**src/rtl/servo_ramp_pwm.sv**
```systemverilog
// Servo PWM output stage: ramps the commanded pulse width toward the open/closed
// target by at most STEP cycles per frame and reports motion status.
module servo_ramp_pwm #(
  parameter int PERIOD_CYCLES = 500_000,
  parameter int PULSE_MIN     = 25_000,
  parameter int PULSE_MAX     = 50_000,
  parameter int STEP          = 500,
  parameter int PERIOD_W      = 19,
  parameter int PULSE_W       = 16
) (
  input  logic               clk,
  input  logic               rst_n,
  input  logic               open_req,
  input  logic               enable,
  output logic               servo_pwm,
  output logic [PULSE_W-1:0] pulse_width,
  output logic               frame_tick,
  output logic               moving,
  output logic               at_target
);

  typedef enum logic [1:0] {
    CLOSED,
    OPENING,
    OPEN,
    CLOSING
  } state_t;

  localparam logic [PERIOD_W-1:0] CNT_LAST     = PERIOD_W'(PERIOD_CYCLES - 1);
  localparam logic [PERIOD_W-1:0] CNT_PRE_LAST = PERIOD_W'(PERIOD_CYCLES - 2);
  localparam logic [PULSE_W:0]    MIN_X        = (PULSE_W + 1)'(PULSE_MIN);
  localparam logic [PULSE_W:0]    MAX_X        = (PULSE_W + 1)'(PULSE_MAX);
  localparam logic [PULSE_W:0]    STEP_X       = (PULSE_W + 1)'(STEP);

  logic [PERIOD_W-1:0] period_cnt;
  logic                target_open;
  state_t              state;
  state_t              state_next;
  logic [PULSE_W:0]    width_x;
  logic [PULSE_W:0]    target_x;
  logic [PULSE_W:0]    width_up;
  logic [PULSE_W:0]    width_dn;
  logic [PULSE_W:0]    width_next;

  // frame_tick is registered one cycle early so it is high while period_cnt is at the last count.
  always_ff @(posedge clk or negedge rst_n) begin
    if (!rst_n) begin
      period_cnt <= '0;
      frame_tick <= 1'b0;
    end else begin
      period_cnt <= (period_cnt == CNT_LAST) ? '0 : period_cnt + 1'b1;
      frame_tick <= (period_cnt == CNT_PRE_LAST);
    end
  end

  // One extra bit keeps width+STEP from wrapping; the subtract floors at zero before clamping.
  always_comb begin
    target_x   = open_req ? MAX_X : MIN_X;
    width_x    = {1'b0, pulse_width};
    width_up   = width_x + STEP_X;
    width_dn   = (width_x >= STEP_X) ? (width_x - STEP_X) : '0;
    width_next = width_x;
    if (width_x < target_x) begin
      width_next = (width_up > target_x) ? target_x : width_up;
    end else if (width_x > target_x) begin
      width_next = (width_dn < target_x) ? target_x : width_dn;
    end
  end

  always_comb begin
    state_next = state;
    if (frame_tick && enable) begin
      if (open_req) begin
        state_next = (width_next == MAX_X) ? OPEN : OPENING;
      end else begin
        state_next = (width_next == MIN_X) ? CLOSED : CLOSING;
      end
    end
  end

  // Width and target only change on the last cycle of a frame, so every pulse is whole.
  always_ff @(posedge clk or negedge rst_n) begin
    if (!rst_n) begin
      pulse_width <= PULSE_W'(PULSE_MIN);
      target_open <= 1'b0;
      state       <= CLOSED;
    end else begin
      state <= state_next;
      if (frame_tick) begin
        target_open <= open_req;
        if (enable) begin
          pulse_width <= width_next[PULSE_W-1:0];
        end
      end
    end
  end

  always_ff @(posedge clk or negedge rst_n) begin
    if (!rst_n) begin
      servo_pwm <= 1'b0;
    end else begin
      servo_pwm <= enable & (int'(period_cnt) < int'(pulse_width));
    end
  end

  always_comb begin
    moving    = ({1'b0, pulse_width} != (target_open ? MAX_X : MIN_X));
    at_target = ~moving;
  end

endmodule

```
**config.mk**
```make
export PLATFORM = sky130hd
export DESIGN_NAME = servo_ramp_pwm
export DESIGN_NICKNAME = d
export VERILOG_FILES = /design/src/rtl/servo_ramp_pwm.sv
export SDC_FILE = /design/constraint.sdc
export NUM_CORES = 1
export LEC_CHECK = 0
export BUFFER_PORTS_ARGS = -buffer_cell sky130_fd_sc_hd__buf_2
export CAP_MARGIN = 15
export CORE_UTILIZATION = 25
export CTS_CLUSTER_DIAMETER = 80
export CTS_CLUSTER_SIZE = 24
export DETAILED_ROUTE_END_ITERATION = 7
export PLACE_DENSITY = 0.47
export SETUP_SLACK_MARGIN = 0.02
export SLEW_MARGIN = 20
export SYNTH_ARGS = -nofsm -noshare
export SYNTH_HDL_FRONTEND = slang
export SYNTH_SLANG_ARGS = --single-unit
export TNS_END_PERCENT = 50
```
**constraint.sdc**
```tcl
create_clock -name clk -period 5.3 [get_ports clk]
set_input_delay 1.59 -clock clk [delete_from_list [all_inputs] [get_ports clk]]
set_output_delay 1.59 -clock clk [all_outputs]
set_load 0.03 [all_outputs]
```
==> metrics.txt <==
status=complete, no violations; Slew @ Worst Pin=0.8510 ns; ANT nets after route=0; Initial DRC Count=235; r2r worst-path depth=14; final hold vios=0; setup slack, reg-to-reg=1.08 ns; Period minus WS final=4.328 ns; Setup Viol. Count Final=0; clk sinks=36; crit path cell chain=buf_2, inv_1, ha_1, and4_1, and4_1, o211a_1, a211oi_1, nand3_2, nor2_4, or3_1, nor3b_1; f_max=0.2311 GHz; H-tree level count=2; Async SR Flop Fraction=100.0%; ys flop type=dfrtp_1; Multi-input gate area=2422 µm²; P per Cell Area=157.3 nW/µm²; WL/cell=17.64 µm; synth-to-layout area growth=11.99%; post-synthesis mux area share=0.7097%; Setup TNS=0 ns; Top Family by Delay on Critical Path=simple AND/OR/NAND/NOR gates; vias in the first global route=3230; Max Root-Sink Buffers=2; placer congestion estimate=0.8967; critical path's slowest cell=nor2_4; Slew Limit Fails=0; Mapped Cells=418; Synth Warn #=0; post-CTS resize count=0; port bufs=21; final worst path period share=81.65%; Post-CTS Hold Buffers=0; Remaining DRCs=0; stages on the worst setup path=11; register area=908.4 µm²; CP arrival=4.52 ns; global route overflow=0; clock-pin slew on the worst setup and hold paths=0.05 ns; Crit path required time=5.49 ns; nets=477; via count=3251; clock network power share=49.1%; Clock Tree Root=clkbuf_16; maximum vdd drop=0.00008891 V; Setup CP Type=in2reg; Hold Startpoint=period_cnt[0]; # diodes=0; leading area contributor after synthesis=dfrtp_1; Sw Pwr=0.1364 mW; starting density of the core=25.50%; antenna violations before repair=0; Post-synth EDFFs=0; Post-DP HPWL=8.130 mm; DR vias/cell=5.321; Synth cell types=68; compound-cell area share of the yosys netlist=19.13%; die width=120.8 µm; FP Rows=43; number of placed I/O pins=24; drt pass-1 iters=5; die height=120.8 µm; placed cell area=3796 µm²; combinational power share=6.5%; startpoint types=input port; Detailed Route WL=10.78 mm; XOR/XNOR Fraction of Synth Area=7.700%; Synth Register Bits=36; average size of a mapped cell=8.435 µm²; Setup crit end kind=flop; CP bufs+invs=2; Hold EP=period_cnt[0]; most frequent cells in the layout=ha_1, nor2_1, dfrtp_1, nand3_1, nand2_1; Mapped Area=3526 µm²; sequential power share=44.4%; P_leak=1.694 nW; type of the tightest min-delay check=reg2reg; Post-Synth Adder-Cell Area=14.90%; Seq/Total Area, Yosys=25.76%; MaxCap Viol Count=0; ratio of cells with drive above 1 in the final layout=12.30%; relative slew slack=43.27%; Die ar.=14580 µm²; total global-route track usage=15.45%; fill cell count=1484; crit path max fanout=17; RSZ-0062 raised after global routing=false; global-route wire length before repair=17.45 mm; sw frac=21.96%; slowest stage delay, CP=0.39 ns; post-CTS setup buffer count=0; r2r endpoint=pulse_width[4]; largest net degree at the start of global routing=37; Clock Skew=0.003312 ns; Clk Latency, worst-skew pair=0.28 ns; CP dominant cell by count=and4_1; Reg-to-Reg Start=pulse_width[12]; Final Cell Area=3949 µm²; P_int=0.4848 mW; synth top area cells=dfrtp_1, ha_1, xnor2_1; Synth top area share=21.29%; Core Footprint=13830 µm²; largest family of logic cells by synthesized area=simple AND/OR/NAND/NOR gates; commonest non-fill, non-tap cell in the layout=ha_1; CTS tree=built; post-synthesis simple-gate area fraction=26.05%; hold path depth=1; Num CTS Buffers=5
## worst max-delay path by stage
stage	from	to	slack, ns
after CTS	open_req	pulse_width[4]	0.98
after global routing	open_req	pulse_width[4]	0.65
after global placement	open_req	pulse_width[4]	0.74
after floorplan	open_req	pulse_width[4]	1.27
final	open_req	pulse_width[4]	0.97
after detailed placement	open_req	pulse_width[4]	0.71
## final cells by class
class | count | share of cell area, %
multi-input combinational | 339 | 61.34
clock buffer | 7 | 3.866
timing repair buffer | 29 | 4.182
sequential | 36 | 23.00
tap | 180 | 5.703
inverter | 20 | 1.901
## cells by family after synthesis
kind of cell	Yosys count
xor gates and xnor gates	31
muxes	2
buffers and inverters	44
AOI/OAI and AO/OA	92
DFF	36
other	1
and+or+nand+nor	170
adders and majority gates	42
## metrics by stage
| stage | cells | setup WS, ns | hold WS, ns | util (%) | power, mW |
|---|---|---|---|---|---|
| after detailed placement | 604 | 0.7091 | 0.4960 | 27.45 | 0.3211 |
| after global routing | 611 | 0.6521 | 0.5502 | 28.56 | 0.6475 |
| final | 611 | 0.9724 | 0.5003 | 28.56 | 0.6212 |
| after global placement | 604 | 0.7415 | 0.4894 | 27.45 | 0.3202 |
| after CTS | 611 | 0.9819 | 0.5052 | 28.56 | 0.6297 |
| after floorplan | 419 | 1.268 | 0.4671 | - | 0.3066 |
## sequential cells by signal, indices dropped and copies added (netlist names)
register     count
period_cnt      19
pulse_width     14
frame_tick       1
servo_pwm        1
target_open      1
## power groups by stage
stage | sequential [mW] | clock [mW] | combinational, mW
after global routing | 0.276 | 0.325 | 0.0465
after CTS | 0.276 | 0.313 | 0.0408
after global placement | 0.280 | 0 | 0.0398
final | 0.276 | 0.305 | 0.0405
after detailed placement | 0.280 | 0 | 0.0407
after floorplan | 0.281 | 0 | 0.0253
## per-layer routing
metal	global-route usage [%]	part of all wire, %	vias up
li1	-	-	1565
met1	21.92	46	1544
met2	24.43	46	125
met3	2.217	6.8	17
met4	3.858	1.6	0
met5	0	0	-
## worst register-to-register path, cell delays in order (launching register included)
cell	delay [ns]
dfrtp_1	0.37
or4_1	0.70
nor4_1	0.23
buf_4	0.17
nor2b_1	0.45
nor2_1	0.15
ha_1	0.32
a211oi_1	0.21
o21a_1	0.16
a211oi_1	0.05
o211a_1	0.23
o21bai_2	0.23
nor2_1	0.13
or3_1	0.52
nor3b_1	0.19
## cell usage after synthesis, types with 5 or more instances
cell type,number
a211oi_1,7
a21o_1,6
a21oi_1,11
and3_1,9
and4_1,5
clkbuf_1,16
dfrtp_1,30
dfstp_2,6
ha_1,42
inv_1,20
nand2_1,22
nand3_1,24
nand4_1,9
nor2_1,40
nor2b_1,6
nor3_1,15
nor4_1,6
o21a_1,6
o21ai_0,20
or3_1,7
or4_1,5
xnor2_1,21
xor2_1,10
Power figures use the tool's default switching activity.
